## src/rtl/btn_counter_pkg.sv

```systemverilog
// Shared types for the button-driven counter scheduler.
package btn_counter_pkg;

  localparam int OP_W = 2;

  typedef enum logic [OP_W-1:0] {
    OP_INC = 2'b00,
    OP_DEC = 2'b01,
    OP_CLR = 2'b10,
    OP_NOP = 2'b11
  } op_t;

endpackage

```

## src/rtl/rr_arbiter.sv

```systemverilog
// Combinational round-robin picker: first set request at or after ptr, wrapping.
module rr_arbiter
  import btn_counter_pkg::*;
#(
  parameter int  N  = 4,
  localparam int PW = (N > 1) ? $clog2(N) : 1
) (
  input  logic [N-1:0]  req,
  input  logic [PW-1:0] ptr,
  output logic [N-1:0]  gnt,
  output logic          gnt_valid,
  output logic [PW-1:0] gnt_idx
);

  int j;

  always_comb begin
    gnt       = '0;
    gnt_valid = 1'b0;
    gnt_idx   = '0;
    j         = 0;
    for (int k = 0; k < N; k++) begin
      j = int'(ptr) + k;
      if (j >= N) j = j - N;
      if (!gnt_valid && req[j]) begin
        gnt_valid = 1'b1;
        gnt[j]    = 1'b1;
        gnt_idx   = PW'(j);
      end
    end
  end

endmodule

```

## src/rtl/btn_counter_scheduler.sv

```systemverilog
// One shared counter driven by per-button release events, served round-robin
// one per clock; each channel applies its own statically configured op.
module btn_counter_scheduler
  import btn_counter_pkg::*;
#(
  parameter int NUM_BTNS    = 4,
  parameter int COUNT_WIDTH = 8
) (
  input  logic                     clk,
  input  logic                     reset,
  input  logic [NUM_BTNS-1:0]      btn,
  input  logic [OP_W*NUM_BTNS-1:0] op_cfg,
  output logic [COUNT_WIDTH-1:0]   count,
  output logic [NUM_BTNS-1:0]      grant,
  output logic                     wrap,
  output logic                     dropped,
  output logic                     busy
);

  localparam int PW = $clog2(NUM_BTNS);

  logic [NUM_BTNS-1:0]    pressed;
  logic [NUM_BTNS-1:0]    pending;
  logic [NUM_BTNS-1:0]    rel;
  logic [NUM_BTNS-1:0]    arb_gnt;
  logic                   arb_valid;
  logic [PW-1:0]          arb_idx;
  logic [PW-1:0]          rr_ptr;
  logic [PW-1:0]          ptr_nxt;
  op_t                    op;
  logic [COUNT_WIDTH-1:0] count_nxt;
  logic                   wrap_nxt;

  assign rel  = pressed & ~btn;
  assign busy = |pending;

  rr_arbiter #(.N(NUM_BTNS)) u_arb (
    .req      (pending),
    .ptr      (rr_ptr),
    .gnt      (arb_gnt),
    .gnt_valid(arb_valid),
    .gnt_idx  (arb_idx)
  );

  // op is looked up at grant time, so a reconfigured channel uses its new op
  always_comb begin
    op = OP_NOP;
    for (int i = 0; i < NUM_BTNS; i++) begin
      if (arb_gnt[i]) op = op_t'(op_cfg[OP_W*i +: OP_W]);
    end
  end

  always_comb begin
    count_nxt = count;
    wrap_nxt  = 1'b0;
    ptr_nxt   = (arb_idx == PW'(NUM_BTNS - 1)) ? '0 : arb_idx + 1'b1;
    if (arb_valid) begin
      case (op)
        OP_INC: begin
          count_nxt = count + 1'b1;
          wrap_nxt  = &count;
        end
        OP_DEC: begin
          count_nxt = count - 1'b1;
          wrap_nxt  = ~|count;
        end
        OP_CLR:  count_nxt = '0;
        default: count_nxt = count;
      endcase
    end
  end

  always_ff @(posedge clk) begin
    if (reset) begin
      pressed <= '0;
      pending <= '0;
      rr_ptr  <= '0;
      count   <= '0;
      grant   <= '0;
      wrap    <= 1'b0;
      dropped <= 1'b0;
    end else begin
      // pressed tracks the level: set on the first high sample, cleared on release
      pressed <= btn;
      // a release on the channel being granted re-arms it instead of dropping
      pending <= (pending & ~arb_gnt) | rel;
      if (|(rel & pending & ~arb_gnt)) dropped <= 1'b1;
      grant   <= arb_gnt;
      count   <= count_nxt;
      wrap    <= wrap_nxt;
      if (arb_valid) rr_ptr <= ptr_nxt;
    end
  end

endmodule
```

## config.mk

```make
export PLATFORM = sky130hd
export DESIGN_NAME = btn_counter_scheduler
export DESIGN_NICKNAME = d
export VERILOG_FILES = /design/src/rtl/btn_counter_pkg.sv /design/src/rtl/rr_arbiter.sv /design/src/rtl/btn_counter_scheduler.sv
export SDC_FILE = /design/constraint.sdc
export NUM_CORES = 1
export LEC_CHECK = 0
export ABC_AREA = 1
export CAP_MARGIN = 20
export CORE_MARGIN = 2
export CORE_UTILIZATION = 36
export CTS_BUF_LIST = sky130_fd_sc_hd__clkbuf_8
export DETAILED_ROUTE_END_ITERATION = 7
export PLACE_DENSITY = 0.56
export SYNTH_ARGS = -nofsm -noshare
export SYNTH_HDL_FRONTEND = slang
export SYNTH_SLANG_ARGS = --single-unit
```

## constraint.sdc

```tcl
create_clock -name clk -period 3.6 [get_ports clk]
set_clock_uncertainty 0.2 [all_clocks]
set_input_delay 0.72 -clock clk [delete_from_list [all_inputs] [get_ports clk]]
set_output_delay 0.72 -clock clk [all_outputs]
set_load 0.01 [all_outputs]
```

# Word level (Yosys, flattened, before mapping)
# Index checks and enable logic that the tools add are counted.
dict set report op_classes {
  n_lt_le_gt_ge 12
  bitwise 11
  n_addsub 10
  n_mux 43
  eq_ne 3
  reduce_logical 19
}
# op n
set ops {}
lappend ops {{>= comparator 32 x 1 -> 1 bit (second input constant)} 4}
lappend ops {{< comparator 32 x 4 -> 1 bit (second input constant)} 4}
lappend ops {{two-way mux 32 bit} 4}
lappend ops {{>= comparator 32 x 4 -> 1 bit (second input constant)} 3}
lappend ops {{subtractor 32 x 4 -> 32 bit (second input constant)} 3}
lappend ops {{one-hot mux 8 bit (3 select lines)} 1}
lappend ops {{two-way mux 2 bit} 9}
lappend ops {{bitwise AND 4 bit} 4}
lappend ops {{two-way mux 1 bit} 16}
lappend ops {{two-way mux 4 bit} 4}
lappend ops {{OR 4 bit} 4}
lappend ops {{adder 8 x 1 -> 8 bit (second input constant)} 1}
lappend ops {{binary-select mux 1 bit (select 2 bit)} 4}
lappend ops {{demux 1 bit (select 2 bit)} 4}
lappend ops {{NOT 4 bit} 2}
lappend ops {{AND reduction 8 bit} 1}
lappend ops {{OR reduction 4 bit} 2}
lappend ops {{OR reduction 8 bit} 1}
lappend ops {{subtractor 8 x 1 -> 8 bit (second input constant)} 1}
lappend ops {{logical AND 1 bit} 7}
lappend ops {{adder 2 x 2 -> 3 bit (second input constant)} 2}
lappend ops {{equality test 2 bit (second input constant)} 2}
lappend ops {{zero test 1 bit} 4}
lappend ops {{subtractor 2 x 3 -> 4 bit (second input constant)} 1}
lappend ops {{10 further kinds} 10}
dict set report word_totals {
  inputBits 14
  elab_cells 105
  out_inout_bits 15
  register_bits 24
}

# Depth between registers and ports, before layout
dict set report logic_depth {
  depth_word 22
  depth_mapped 29
  mapped_depth_nobuf 28
}

# By module
# From an unflattened synthesis, not the netlist that was laid out.
dict set report unflattened {
  cells_unflattened 259
  hier_area_um2 1729.2
}
# module n_inst cells_each area_per_inst_um2 seq_area_each_um2
set modules_own_cells {}
lappend modules_own_cells {btn_counter_scheduler 1 182 1268.7 480.5}
lappend modules_own_cells {rr_arbiter 1 77 460.4 0.0}

# Least setup slack after synthesis
# Ideal clock, no wire load.
dict set report synth_timing {
  path_kind {register -> register}
  start {register (tool-made name)}
  end {register count[6]}
  setup_slack_ns 0.344
  path_buffers 1
  setup_time_ns 0.131
  required_ns 3.269
  synth_period_minus_slack_ns 3.256
  stages_incl_launch_ff 28
  t_arrival_ns 2.925
  cell_sequence {dfxtp_1 buf_6 inv_6 ha_1 inv_1 nand3_1 nand2_1 nand2_2 nor2_2 nand2_1 nand3_2 inv_2 or2_1 nand2_4 nand2_4 nand2_1 nand2_1 inv_1 ha_1 inv_1 nand2_1 nand2_1 nor2_1 nand2_1 nand2_1 nand2_1 nand3_2 a21oi_2}
}
# item line_no
set synth_rtl {}
lappend synth_rtl {{to (signal assigned)} btn_counter_scheduler.sv:89} ;# count <= count_nxt;
lappend synth_rtl {{to (decl)} btn_counter_scheduler.sv:13} ;# output logic [COUNT_WIDTH-1:0] count,

==> summary.txt <==
Hold_buf cts = 0
Total grt overflow = 0
Leak Pwr = 1.103 nW
Clk network pwr share = 9.1%
Sequential fraction of the synthesis area = 27.08%
FF-to-FF setup slack = 0.36 ns
RSZ-0062 raised after global routing = false
Total of max-cap violations = 0
Post-Syn Area per Cell = 6.772 µm²
Setup TNS Final = 0 ns
Largest net degree at the start of global routing = 15
CP Data Required Time = 3.61 ns
Worst Setup EP = count[6]
Status = finished clean
Tot Pwr = 2.095 mW
Area grow syn2layout = 27.79%
Port Buffers = 28
Rows = 25
Crit Path Class = reg2reg
Core ar. = 4723 µm²
Worst setup SP type = flip-flop
Final setup vio count = 0
N_diodes = 0
Detailed Route Iter0 Violations = 99
Sw Ratio = 52.28%
RR Endpoint = count[6]
Slew of the pin with the lowest slew margin = 0.3666 ns
H-Tree Depth = 1
Synth area leader = dfxtp_1
Drt via density = 4.873
Switching Power = 1.095 mW
Clock Latency Late Sink = 0.27 ns
Reg clk slew, reported paths = 0.08 ns
Die Ht = 74.20 µm
GP Congestion = 0.9496
Register bit total from synthesis = 24
Share of the synthesized area in the top cell type = 27.08%
ANT nets after route = 0
Via Count = 1803
Yosys warnings = 0
First-pass GRT wire length = 7617 µm
Net Count, Synth = 285
Rel. slew slack = 75.47%
Pre-CTS setup slack = 0.2613 ns
CTS tree = done
VDD IR-drop max = 358.9 µV
Cells on Worst Hold Path = 2
Total global-route track usage = 17.56%
Main synth FF type = dfxtp_1
Most frequent cells after synthesis = nand2_1 (72), inv_1 (35), dfxtp_1 (24)
Final worst-path setup slack = 0.3628 ns
Highest Clock Rate = 308.9 MHz
Mapped Area = 1774 µm²
Hold WC Path Type = reg2reg
Part of the power in registers = 16.7%
I/O pin cnt = 29
Worst setup EP type = flip-flop
Initial antenna violation count = 0
Routed wire length = 4447 µm
Die X = 74.20 µm
Clock period minus worst slack = 3.237 ns
Final hold vios = 0
CTS root buf = clkbuf_8
Share of layout cells above drive strength 1 = 17.49%
# clock sinks = 24
Final critical-path share of the clock period = 89.92%
Hpwl dp = 3458 µm
Residual DRC = 0
Die area = 5506 µm²
CTS Buffer Depth = 2
Post-CTS Setup Repair Bufs = 0
Final #Nets = 327
Critical Path Fanout Max = 9
Pwr Density = 924.2 nW/µm²
Initial DRT Pass Iterations = 4
Initial Utilization = 37.56%
Post-synth EDFFs = 0
Post_cts resized = 0
Vias in the first global route = 1658
Share of total power in combinational logic = 74.2%
Post-Synthesis Cells = 262
Synth area leaders = dfxtp_1 (27%), nand2_1 (15%), inv_1 (7.4%), ha_1 (6.3%), nand3_1 (4.8%)
Number of distinct library cells after synthesis = 39
Internal power = 1.000 mW
Inserted Clock Buffers = 3
Top-count cell post-synth = nand2_1
Drt wl/cell = 12.02 µm
Arrival time of the worst setup path = 3.24 ns
Final Max Tran Viols = 0
Asr flop ratio synth = 0%
FF-to-FF path depth = 25
worst min path at each step:
stage,startpoint,to,slack [ns]
floorplan,pressed[0],pending[0],0.24
global placement,pressed[0],pending[0],0.26
detailed placement,pressed[0],pending[0],0.26
CTS,pressed[0],pending[0],0.28
global route,pressed[0],pending[0],0.30
finish,pressed[0],pending[0],0.28
layout make-up:
type,instances,area (µm²)
Timing Repair Buffer,39,362.8
Fill cell,491,2456
Sequential cell,24,481.7
Clock buffer,4,55.05
Tap cell,67,83.83
Multi-Input combinational cell,195,1122
Inverter,41,161.4
cells in the final DEF (no fill, tap or decap), types with 2 or more instances in the layout:
cell type        count
buf_4               11
nand2_2              8
xor2_1               3
nand3_1             17
nand2_1             72
clkdlybuf4s50_1     28
o22ai_1              3
a21oi_1             15
inv_1               34
nor2_4               3
a21oi_2              4
ha_1                 9
nand4_1              6
dfxtp_1             23
nand2_4              5
nor2_1              12
inv_2                4
o21ai_0              8
nor2_2               2
nor3_1               5
clkbuf_8             4
nand3b_1             3
nand3_2              6
sequential cells by signal, summed over array words and instances (netlist names), named ones only:
register / flops
count: 8
dropped: 1
grant: 4
pending: 4
pressed: 4
rr_ptr: 1
wrap: 1
worst max-delay path, stage by stage (launching register included):
cell	delay (ns)
dfxtp_2	0.38
inv_6	0.06
ha_1	0.35
inv_2	0.10
nand3_1	0.08
nand2_1	0.13
nand2_2	0.08
nor2_4	0.11
nand2_1	0.08
nand3_2	0.14
inv_2	0.06
or2_1	0.24
nand2_4	0.14
nand3_1	0.12
nand2_1	0.08
inv_1	0.04
ha_1	0.16
inv_1	0.05
nand2_1	0.07
nand2_1	0.09
nor2_1	0.04
nand2_1	0.08
nand2_1	0.05
nand2_1	0.06
nand3_2	0.06
a21oi_2	0.11
per-stage QoR:
step | cell area (µm²) | utilization [%] | hold slack [ns] | cells
finish | 2267 | 48.00 | 0.2818 | 370
detailed placement | 2206 | 46.70 | 0.2650 | 366
CTS | 2261 | 47.87 | 0.2807 | 370
global placement | 2206 | 46.70 | 0.2648 | 366
global route | 2267 | 48.00 | 0.3000 | 370
floorplan | 1774 | - | 0.2445 | 262
power by group through the flow:
| stage | logic [mW] | clock network, mW | registers [mW] |
|---|---|---|---|
| after detailed placement | 1.52 | 0 | 0.356 |
| final | 1.55 | 0.190 | 0.351 |
| after global routing | 1.74 | 0.203 | 0.356 |
| after global placement | 1.53 | 0 | 0.356 |
| after floorplan | 1.03 | 0 | 0.369 |
| after CTS | 1.53 | 0.198 | 0.350 |
layer usage:
| metal | track usage, % | wire length [µm] |
|---|---|---|
| met1 | 25.43 | 2276 |
| met2 | 26.49 | 1894 |
| met3 | 2.846 | 200 |
| met4 | 5.859 | 76 |
| met5 | 0 | 0 |
logic make-up after synthesis:
family | after synthesis | synth area share [%]
xor gates and xnor gates | 3 | 1.481
buffers and inverters | 43 | 9.944
AOI/OAI and AO/OA | 41 | 15.02
and+or+nand+nor | 142 | 40.13
adders and majority gates | 9 | 6.347
DFF | 24 | 27.08
Note: power is estimated with default switching activity, not from simulation.
